[src/rtl/pipelined_carry_skip_adder.sv]
// Pipelined carry-skip add/subtract: one BLOCK-bit skip block is resolved per stage,
// with operand skew, a valid/ready stream interface and registered status flags.
module pipelined_carry_skip_adder #(
    parameter int WIDTH = 16,
    parameter int BLOCK = 4
) (
    input  logic             clk,
    input  logic             rst,
    input  logic             in_valid,
    output logic             in_ready,
    input  logic [WIDTH-1:0] a,
    input  logic [WIDTH-1:0] b,
    input  logic             cin,
    input  logic [1:0]       op,
    output logic             out_valid,
    input  logic             out_ready,
    output logic [WIDTH-1:0] sum,
    output logic             cout,
    output logic             ovf,
    output logic             zero
);
    localparam int NSTAGE = WIDTH / BLOCK;
    localparam int NMID   = NSTAGE - 1;

    // Returns {carry into block MSB, block carry out, block sum bits}.
    function automatic logic [BLOCK+1:0] blk_resolve(input logic [BLOCK-1:0] p,
                                                     input logic [BLOCK-1:0] g,
                                                     input logic             ci);
        logic             c;
        logic             cm;
        logic [BLOCK-1:0] s;
        c  = ci;
        cm = ci;
        s  = '0;
        for (int i = 0; i < BLOCK; i++) begin
            s[i] = p[i] ^ c;
            cm   = c;
            c    = g[i] | (p[i] & c);
        end
        return {cm, ((&p) ? ci : c), s};
    endfunction

    // Intermediate ranks: word holds resolved sum bits low and raw propagate bits high.
    logic [WIDTH-1:0] wrd_q [NMID];
    logic [WIDTH-1:0] wrd_d [NMID];
    logic [WIDTH-1:0] gen_q [NMID];
    logic [WIDTH-1:0] gen_d [NMID];
    logic             cy_q  [NMID];
    logic             cy_d  [NMID];
    logic             vld_q [NMID];

    logic [WIDTH-1:0] sum_q, sum_d;
    logic             cout_q, cout_d;
    logic             ovf_q, ovf_d;
    logic             zero_q, zero_d;
    logic             out_valid_q;

    logic             en_s;
    logic [WIDTH-1:0] bx_s;
    logic             c0_s;
    logic [WIDTH-1:0] p_s;
    logic [WIDTH-1:0] g_s;
    logic [BLOCK+1:0] r_s;

    assign en_s      = !out_valid_q || out_ready;
    assign in_ready  = en_s;
    assign out_valid = out_valid_q;
    assign sum       = sum_q;
    assign cout      = cout_q;
    assign ovf       = ovf_q;
    assign zero      = zero_q;

    // Operand conditioning and next-state of every stage.
    always_comb begin
        bx_s   = b;
        c0_s   = 1'b0;
        p_s    = '0;
        g_s    = '0;
        r_s    = '0;
        sum_d  = '0;
        cout_d = 1'b0;
        ovf_d  = 1'b0;
        zero_d = 1'b0;
        for (int k = 0; k < NMID; k++) begin
            wrd_d[k] = '0;
            gen_d[k] = '0;
            cy_d[k]  = 1'b0;
        end

        case (op)
            2'b00:   begin bx_s = b;  c0_s = 1'b0; end
            2'b01:   begin bx_s = ~b; c0_s = 1'b1; end
            2'b10:   begin bx_s = b;  c0_s = cin;  end
            2'b11:   begin bx_s = ~b; c0_s = cin;  end
            default: begin bx_s = b;  c0_s = 1'b0; end
        endcase

        p_s = a ^ bx_s;
        g_s = a & bx_s;
        r_s = blk_resolve(p_s[BLOCK-1:0], g_s[BLOCK-1:0], c0_s);
        wrd_d[0]             = p_s;
        wrd_d[0][BLOCK-1:0]  = r_s[BLOCK-1:0];
        gen_d[0]             = g_s;
        cy_d[0]              = r_s[BLOCK];

        for (int k = 1; k < NMID; k++) begin
            r_s = blk_resolve(wrd_q[k-1][k*BLOCK +: BLOCK], gen_q[k-1][k*BLOCK +: BLOCK],
                              cy_q[k-1]);
            wrd_d[k]                    = wrd_q[k-1];
            wrd_d[k][k*BLOCK +: BLOCK]  = r_s[BLOCK-1:0];
            gen_d[k]                    = gen_q[k-1];
            cy_d[k]                     = r_s[BLOCK];
        end

        // Final block also produces the MSB carries used by the flags.
        r_s = blk_resolve(wrd_q[NMID-1][NMID*BLOCK +: BLOCK], gen_q[NMID-1][NMID*BLOCK +: BLOCK],
                          cy_q[NMID-1]);
        sum_d                       = wrd_q[NMID-1];
        sum_d[NMID*BLOCK +: BLOCK]  = r_s[BLOCK-1:0];
        cout_d                      = r_s[BLOCK];
        ovf_d                       = r_s[BLOCK+1] ^ r_s[BLOCK];
        zero_d                      = (sum_d == '0);
    end

    // Pipeline registers: everything advances together on en, bubbles included.
    always_ff @(posedge clk or posedge rst) begin
        if (rst) begin
            for (int k = 0; k < NMID; k++) begin
                wrd_q[k] <= '0;
                gen_q[k] <= '0;
                cy_q[k]  <= 1'b0;
                vld_q[k] <= 1'b0;
            end
            sum_q       <= '0;
            cout_q      <= 1'b0;
            ovf_q       <= 1'b0;
            zero_q      <= 1'b0;
            out_valid_q <= 1'b0;
        end else if (en_s) begin
            for (int k = 0; k < NMID; k++) begin
                wrd_q[k] <= wrd_d[k];
                gen_q[k] <= gen_d[k];
                cy_q[k]  <= cy_d[k];
            end
            vld_q[0] <= in_valid;
            for (int k = 1; k < NMID; k++) begin
                vld_q[k] <= vld_q[k-1];
            end
            sum_q       <= sum_d;
            cout_q      <= cout_d;
            ovf_q       <= ovf_d;
            zero_q      <= zero_d;
            out_valid_q <= vld_q[NMID-1];
        end
    end
endmodule

[config.mk]
export PLATFORM = sky130hd
export DESIGN_NAME = pipelined_carry_skip_adder
export DESIGN_NICKNAME = d
export VERILOG_FILES = /design/src/rtl/pipelined_carry_skip_adder.sv
export SDC_FILE = /design/constraint.sdc
export NUM_CORES = 1
export LEC_CHECK = 0
export CORE_MARGIN = 2
export CORE_UTILIZATION = 50
export CTS_BUF_LIST = sky130_fd_sc_hd__clkbuf_4 sky130_fd_sc_hd__clkbuf_8
export CTS_CLUSTER_DIAMETER = 80
export DETAILED_ROUTE_END_ITERATION = 6
export GPL_TIMING_DRIVEN = 0
export PLACE_DENSITY_LB_ADDON = 0.25
export SLEW_MARGIN = 0
export SYNTH_ARGS = -nofsm -noshare
export SYNTH_HDL_FRONTEND = slang
export SYNTH_SLANG_ARGS = --single-unit
[constraint.sdc]
create_clock -name clk -period 4.92 [get_ports clk]
set_input_delay 1.476 -clock clk [delete_from_list [all_inputs] [get_ports clk]]
set_output_delay 1.476 -clock clk [all_outputs]
set_load 0.02 [all_outputs]
==> metrics.txt, run 1 <==
# TYPE chip_impl_metric gauge
chip_impl_metric{name="finalWeightedCongestion",unit=""} 0.778
chip_impl_metric{name="grt_max_degree",unit=""} 55
chip_impl_metric{name="floorplan.die_area",unit="um2"} 9690
chip_impl_metric{name="timing_max_transition_violations_final",unit=""} 0
chip_impl_metric{name="core_area",unit="um2"} 8680
chip_impl_metric{name="finish.net_count",unit=""} 631
chip_impl_metric{name="number_of_drc_markers_after_the_initial_detailed_route_iteration",unit=""} 105
chip_impl_metric{name="rows",unit=""} 34
chip_impl_metric{name="yosys.area.top_type_share",unit="%"} 55.0
chip_impl_metric{name="distinct_cell_type_count_after_synthesis",unit=""} 26
chip_impl_info{name="status",value="complete, no violations"} 1
chip_impl_metric{name="io_buffers",unit=""} 58
chip_impl_metric{name="final_hold_viol_count",unit=""} 0
chip_impl_metric{name="worst_slew_margin_rel",unit="%"} 61.9
chip_impl_info{name="cp-start-kind",value="primary input"} 1
chip_impl_metric{name="floorplan_die_width",unit="um"} 98.4
chip_impl_info{name="unrepaired_setup_endpoints_after_global_routing",value="false"} 1
chip_impl_metric{name="route.antenna.remaining_nets",unit=""} 0
chip_impl_metric{name="initial_utilization",unit="%"} 51.4
chip_impl_metric{name="tritoncts_num_sinks",unit=""} 98
chip_impl_metric{name="drt_pre_antenna_iters",unit=""} 4
chip_impl_info{name="cts_tree",value="built"} 1
chip_impl_metric{name="final.setup_skew",unit="ns"} 0.0100
chip_impl_metric{name="power.leakage",unit="nW"} 2.87
chip_impl_metric{name="worst_supply_voltage_drop_on_vdd",unit="mV"} 0.186
chip_impl_metric{name="num_io_pins",unit=""} 60
chip_impl_metric{name="cellPowerDensity",unit="nW/um2"} 557
chip_impl_metric{name="max-clock-path-buffers",unit=""} 2
chip_impl_metric{name="floorplan.die.height",unit="um"} 98.4
chip_impl_metric{name="clk_pin_slew_worst_paths",unit="ns"} 0.08
chip_impl_metric{name="post_cts_hold_buffer_count",unit=""} 0
chip_impl_info{name="layout.cells.most_common_list",value="nand2_1, dfrtp_1, clkdlybuf4s50_1"} 1
chip_impl_metric{name="postLayoutSetupSlackWorst",unit="ns"} 0.223
chip_impl_metric{name="max_cap_viol_count",unit=""} 0
chip_impl_metric{name="preCtsSetupSlack",unit="ns"} 0.230
chip_impl_metric{name="switching_share",unit="%"} 36.9
chip_impl_metric{name="synthesis.area",unit="um2"} 4460
chip_impl_metric{name="fin_setup_tns",unit="ns"} 0
chip_impl_info{name="yosys-top-cells-area",value="dfrtp_1, nand2_1, ha_1"} 1
chip_impl_metric{name="wl",unit="um"} 8660
chip_impl_metric{name="first_pass_grt_wire_length",unit="um"} 15300
chip_impl_metric{name="yosysWarningCount",unit=""} 0
chip_impl_metric{name="period_utilization",unit="%"} 95.5
chip_impl_metric{name="drive_gt1_share",unit="%"} 8.32
chip_impl_metric{name="layout-area-overhead-vs-synth",unit="%"} 21.4
chip_impl_metric{name="synth.ff_latch_count",unit=""} 98
chip_impl_metric{name="worstPathArrival",unit="ns"} 3.22
chip_impl_metric{name="syn-instance-count",unit=""} 490
chip_impl_metric{name="timing.critical_path.fanout_max",unit=""} 10
chip_impl_info{name="mostFrequentLayoutCell",value="nand2_1"} 1
chip_impl_metric{name="comb_power_share",unit="%"} 37.3
chip_impl_metric{name="whs",unit="ns"} 0.468
chip_impl_metric{name="power.sequential.fraction",unit="%"} 45.0
chip_impl_metric{name="setup_violations",unit=""} 0
chip_impl_metric{name="antenna_cells_inserted",unit=""} 0
chip_impl_metric{name="ctsHtreeMaxLevel",unit=""} 3
chip_impl_info{name="worst_hold_path_type",value="flip-flop to flip-flop"} 1
chip_impl_metric{name="power.clock.fraction",unit="%"} 17.7
chip_impl_metric{name="drc",unit=""} 0
chip_impl_info{name="worst-setup-path-type",value="primary input to output port"} 1
chip_impl_metric{name="global_route.usage.total",unit="%"} 19.6
chip_impl_metric{name="intPower",unit="W"} 0.00190
chip_impl_metric{name="via_count",unit=""} 3243
chip_impl_metric{name="antenna_found_initial",unit=""} 0
chip_impl_metric{name="grt_overflow",unit=""} 0
chip_impl_info{name="timing.critical_path.to_type",value="output port"} 1
chip_impl_metric{name="period_needed",unit="ns"} 4.70
chip_impl_metric{name="post_cts_setup_buffers",unit=""} 0
chip_impl_metric{name="crit_path_required_time",unit="ns"} 3.44
chip_impl_metric{name="number_of_global_route_vias_before_repair",unit=""} 3329
chip_impl_metric{name="cts-buffers-inserted",unit=""} 9
chip_impl_metric{name="drt-wirelength-per-cell",unit="um"} 12.9
chip_impl_metric{name="avgSynthCellArea",unit="um2"} 9.10
chip_impl_metric{name="post_cts_resized",unit=""} 0
chip_impl_metric{name="reg2reg_setup_slack",unit="ns"} 2.08
chip_impl_metric{name="detail_route.vias_per_cell",unit=""} 4.82
chip_impl_info{name="synth_top_cell_by_area",value="dfrtp_1"} 1
chip_impl_info{name="cts_root_buffer",value="clkbuf_8"} 1
chip_impl_metric{name="worst_skew_pair.late_latency",unit="ns"} 0.36
chip_impl_metric{name="max_freq",unit="GHz"} 0.213
chip_impl_metric{name="power_after_layout",unit="W"} 0.00302
chip_impl_metric{name="netSwitchingPower",unit="W"} 0.00111
chip_impl_metric{name="slew_at_the_pin_with_the_worst_max_slew_slack",unit="ns"} 0.572
chip_impl_metric{name="post-dp-hpwl",unit="um"} 6460
chip_impl_metric{name="nets_in_the_synthesized_netlist",unit=""} 561
chip_impl_metric{name="yosysSeqAreaShare",unit="%"} 55.0
-- logic make-up after synthesis --
family	synth area share, %
simple gates	26.3
flops	55.0
fa+ha+maj	9.65
buf+inv	3.54
xor+xnor	3.34
compound gates	1.01
mux	1.12
-- final cells by class --
type / instances / area (um2)
fill: 755 / 3270
sequential: 98 / 2450
multi-input combinational: 361 / 1850
timing repair buffer: 59 / 608
clock buffer: 11 / 145
tap: 108 / 135
buffer: 23 / 128
clock inverter: 5 / 61.3
inverter: 8 / 32.5
-- worst max-delay path, stage by stage --
cell,delay [ns]
clkdlybuf4s50_1,0.46
nor2b_1,0.04
buf_2,0.17
inv_2,0.15
buf_2,0.27
clkdlybuf4s50_1,0.65
-- power by group through the flow --
stage / registers (W) / clock network (W) / logic [W]
2_1_floorplan: 0.00141 / 0 / 0.000659
3_3_place_gp: 0.00136 / 0 / 0.00109
3_5_place_dp: 0.00137 / 0 / 0.00113
4_1_cts: 0.00136 / 0.000549 / 0.00114
5_1_grt: 0.00140 / 0.000572 / 0.00128
6_report: 0.00136 / 0.000534 / 0.00113
-- flip-flops by register name, indices dropped and copies added (netlist names) --
name and cells:
zero 1, cy_q 3, out_valid 1, gen_q 4, sum 16, sum_d 12, ovf 1, cout 1
gen_d 20, vld_q 3, wrd_q 12, wrd_d 24
-- synth_stat cells --
library cell  instances
nand2_1             274
dfrtp_1              98
ha_1                 28
xor2_1               16
buf_2                 9
or2_2                 9
inv_1                 7
o21ai_0               7
buf_4                 6
buf_1                 5
nand4_1               5
fa_1                  4
nor2_1                4
nor4_1                4
a21oi_1               2
clkbuf_1              2
buf_6                 1
inv_2                 1
mux2_2                1
mux2_4                1
mux2i_1               1
mux2i_2               1
nand2b_1              1
nor2b_1               1
or2_0                 1
xnor2_1               1
-- final timing paths --
kind / from / to / cells past startpoint
worst min register to register: sum[10]$_DFFE_PP0P_ / sum[10]$_DFFE_PP0P_ / 2
worst max-delay path: out_ready / in_ready / 6
max in group asynchronous: rst / sum[10]$_DFFE_PP0P_ / 3
min in group asynchronous: rst / gen_d[31]$_DFFE_PP0P_ / 2
worst min-delay path: sum[10]$_DFFE_PP0P_ / sum[10]$_DFFE_PP0P_ / 2
worst max register to register: wrd_q[12]$_DFFE_PP0P_ / ovf$_DFFE_PP0P_ / 11
-- layer usage --
layer  track usage (%)  wire (um)
met1              26.9       4080
met2              31.9       4110
met3              2.62        322
met4              8.11        156
met5                 0          0
-- through the flow --
step	utilization, %	instances	area, um2
floorplan	-	490	4460
detailed placement	60.0	657	5200
finish	62.4	673	5410
global placement	59.6	656	5170
CTS	62.4	673	5410
global route	62.4	673	5410
(Power assumes the default switching activity.)
==> inputs of run 2 (changes only) <==
--- a/config.mk
+++ b/config.mk
@@ -5,7 +5,6 @@
 export SDC_FILE = /design/constraint.sdc
 export NUM_CORES = 1
 export LEC_CHECK = 0
-export CORE_MARGIN = 2
 export CORE_UTILIZATION = 50
 export CTS_BUF_LIST = sky130_fd_sc_hd__clkbuf_4 sky130_fd_sc_hd__clkbuf_8
 export CTS_CLUSTER_DIAMETER = 80
==> run 2 against run 1 <==
  * Critical path depth unchanged
  * Sequential power barely moved
  * Critical path type unchanged
  * First-iteration DRC count shrank 6.7%
  * Sequential share of layout area down 0.18 points
  * Hold slack got worse by 0.00083 ns
  * Wire length down 2.6%
  * Sequential cell count did not move
  * Combinational power is essentially flat
==> metrics.txt, run 2 (synthesis results as in run 1) <==
# TYPE chip_impl_metric gauge
chip_impl_info{name="cp-start-kind",value="primary input"} 1
chip_impl_metric{name="drt-wirelength-per-cell",unit="um"} 12.5
chip_impl_metric{name="preCtsSetupSlack",unit="ns"} 0.254
chip_impl_metric{name="floorplan_die_width",unit="um"} 96.4
chip_impl_info{name="mostFrequentLayoutCell",value="nand2_1"} 1
chip_impl_info{name="r2r_end",value="ovf$_DFFE_PP0P_"} 1
chip_impl_metric{name="largest_reg_flops",unit=""} 24
chip_impl_metric{name="crit_path_required_time",unit="ns"} 3.44
chip_impl_metric{name="tritoncts_num_sinks",unit=""} 98
chip_impl_metric{name="num_io_pins",unit=""} 60
chip_impl_metric{name="rows",unit=""} 34
chip_impl_metric{name="final_hold_viol_count",unit=""} 0
chip_impl_info{name="worst_hold_path_type",value="flip-flop to flip-flop"} 1
chip_impl_metric{name="core_area",unit="um2"} 8680
chip_impl_info{name="critical_path.cell_chain",value="clkdlybuf4s50_1 -> nor2b_1 -> buf_2 -> inv_2 -> buf_2 -> clkdlybuf4s50_1"} 1
chip_impl_info{name="cts_root_buffer",value="clkbuf_8"} 1
chip_impl_metric{name="power.clock.fraction",unit="%"} 19.0
chip_impl_metric{name="floorplan.die.height",unit="um"} 96.4
chip_impl_info{name="cts_tree",value="built"} 1
chip_impl_metric{name="max_cap_viol_count",unit=""} 0
chip_impl_info{name="timing.critical_path.slowest_stage_cell",value="clkdlybuf4s50_1"} 1
chip_impl_metric{name="timing.critical_path.fanout_max",unit=""} 10
chip_impl_metric{name="antenna_cells_inserted",unit=""} 0
chip_impl_metric{name="number_of_global_route_vias_before_repair",unit=""} 3190
chip_impl_metric{name="floorplan.die_area",unit="um2"} 9300
chip_impl_metric{name="first_pass_grt_wire_length",unit="um"} 14700
chip_impl_metric{name="reg2reg_setup_slack",unit="ns"} 2.06
chip_impl_info{name="critical_path.startpoint",value="out_ready"} 1
chip_impl_metric{name="placement.cell_area",unit="um2"} 5200
chip_impl_metric{name="post-dp-hpwl",unit="um"} 6240
chip_impl_metric{name="period_utilization",unit="%"} 95.0
chip_impl_metric{name="period_needed",unit="ns"} 4.68
chip_impl_metric{name="worst_slew_margin_rel",unit="%"} 63.0
chip_impl_info{name="status",value="complete, no violations"} 1
chip_impl_metric{name="post_cts_hold_buffer_count",unit=""} 0
chip_impl_metric{name="switching_share",unit="%"} 35.7
chip_impl_metric{name="cellPowerDensity",unit="nW/um2"} 563
chip_impl_metric{name="intPower",unit="W"} 0.00197
chip_impl_metric{name="initial_utilization",unit="%"} 51.4
chip_impl_metric{name="cpPeakStageDelay",unit="ns"} 0.65
chip_impl_metric{name="worst_hold_path_stage_count",unit=""} 2
chip_impl_metric{name="ctsHtreeMaxLevel",unit=""} 3
chip_impl_info{name="worst-setup-path-type",value="primary input to output port"} 1
chip_impl_metric{name="number_of_drc_markers_after_the_initial_detailed_route_iteration",unit=""} 98
chip_impl_metric{name="comb_power_share",unit="%"} 36.6
chip_impl_metric{name="final.setup_skew",unit="ns"} 0.0124
chip_impl_metric{name="via_count",unit=""} 3219
chip_impl_metric{name="whs",unit="ns"} 0.467
chip_impl_metric{name="detail_route.vias_per_cell",unit=""} 4.78
chip_impl_metric{name="global_route.usage.total",unit="%"} 21.2
chip_impl_metric{name="drt_pre_antenna_iters",unit=""} 4
chip_impl_metric{name="worst_supply_voltage_drop_on_vdd",unit="mV"} 0.220
chip_impl_info{name="unrepaired_setup_endpoints_after_global_routing",value="false"} 1
chip_impl_metric{name="netSwitchingPower",unit="W"} 0.00109
chip_impl_metric{name="clk_pin_slew_worst_paths",unit="ns"} 0.08
chip_impl_metric{name="max_freq",unit="GHz"} 0.214
chip_impl_metric{name="post_cts_resized",unit=""} 0
chip_impl_metric{name="post_cts_setup_buffers",unit=""} 0
chip_impl_metric{name="grt_overflow",unit=""} 0
chip_impl_metric{name="antenna_found_initial",unit=""} 0
chip_impl_metric{name="drc",unit=""} 0
chip_impl_metric{name="fin_setup_tns",unit="ns"} 0
chip_impl_metric{name="power.leakage",unit="nW"} 2.88
chip_impl_metric{name="finish.net_count",unit=""} 631
chip_impl_metric{name="route.antenna.remaining_nets",unit=""} 0
chip_impl_metric{name="grt_max_degree",unit=""} 56
chip_impl_info{name="hold_path_end",value="sum[2]$_DFFE_PP0P_"} 1
chip_impl_metric{name="worstPathArrival",unit="ns"} 3.20
chip_impl_info{name="timing.critical_path.to_type",value="output port"} 1
chip_impl_metric{name="layout-area-overhead-vs-synth",unit="%"} 21.8
chip_impl_metric{name="cts-buffers-inserted",unit=""} 9
chip_impl_metric{name="power_after_layout",unit="W"} 0.00306
chip_impl_metric{name="finalWeightedCongestion",unit=""} 0.795
chip_impl_metric{name="setup_violations",unit=""} 0
chip_impl_metric{name="max-clock-path-buffers",unit=""} 2
chip_impl_metric{name="wl",unit="um"} 8440
chip_impl_metric{name="worst_r2r_path_depth",unit=""} 11
chip_impl_metric{name="drive_gt1_share",unit="%"} 8.32
chip_impl_info{name="r2r-start",value="wrd_q[12]$_DFFE_PP0P_"} 1
chip_impl_metric{name="postLayoutCellArea",unit="um2"} 5430
chip_impl_metric{name="slew_at_the_pin_with_the_worst_max_slew_slack",unit="ns"} 0.555
chip_impl_metric{name="power.sequential.fraction",unit="%"} 44.3
chip_impl_info{name="layout.cells.most_common_list",value="nand2_1, dfrtp_1, clkdlybuf4s50_1"} 1
chip_impl_metric{name="io_buffers",unit=""} 58
chip_impl_info{name="hold_path.startpoint",value="sum[2]$_DFFE_PP0P_"} 1
chip_impl_metric{name="postLayoutSetupSlackWorst",unit="ns"} 0.244
chip_impl_metric{name="worst_skew_pair.late_latency",unit="ns"} 0.36
chip_impl_metric{name="timing_max_transition_violations_final",unit=""} 0
[run 2: changes by cell type in the layout (fill, tap and decap cells not counted)]
cell | before | now
bufinv_16 | 1 | 2
clkbuf_4 | 1 | 4
clkinv_2 | 1 | 0
clkinv_4 | 1 | 0
inv_6 | 2 | 0
[run 2: final cells by class]
type	count	area [um2]
clock buffer	14	168
multi-input combinational	361	1850
buffer	23	128
inverter	8	32.5
fill	769	3250
sequential	98	2450
timing repair buffer	59	608
tap	108	135
clock inverter	2	60.1
[run 2: power groups by stage]
stage	logic [W]	clock network, W	registers, W
floorplan	0.000659	0	0.00141
global placement	0.00109	0	0.00136
detailed placement	0.00113	0	0.00137
CTS	0.00114	0.000593	0.00136
global route	0.00129	0.000629	0.00140
finish	0.00112	0.000582	0.00136
[run 2: worst max path at each step]
stage / to / slack [ns] / cells after the start
2_1_floorplan: cout$_DFFE_PP0P_ / 0.88 / 1
6_report: in_ready / 0.24 / 6
4_1_cts: in_ready / 0.23 / 6
3_5_place_dp: in_ready / 0.25 / 6
3_3_place_gp: gen_d[21]$_DFFE_PP0P_ / -0.43 / 2
5_1_grt: in_ready / 0.16 / 6
[run 2: metal layers]
layer | GRT usage, % | share of wire, % | vias to the layer above
met5 | 0 | 0 | -
met4 | 8.09 | 1.6 | 0
met3 | 3.76 | 3.7 | 10
met2 | 34.6 | 46 | 74
met1 | 28.4 | 49 | 1480
li1 | - | - | 1655
[run 2: through the flow]
step / instances / util (%)
detailed placement: 657 / 60.0
global placement: 656 / 59.6
CTS: 673 / 62.6
global route: 673 / 62.6
finish: 673 / 62.6
floorplan: 490 / -
[run 2: critical path: cells and delay by family]
family                 cells  cell delay, ns
buffers and inverters      5            1.68
and+or+nand+nor            1            0.04
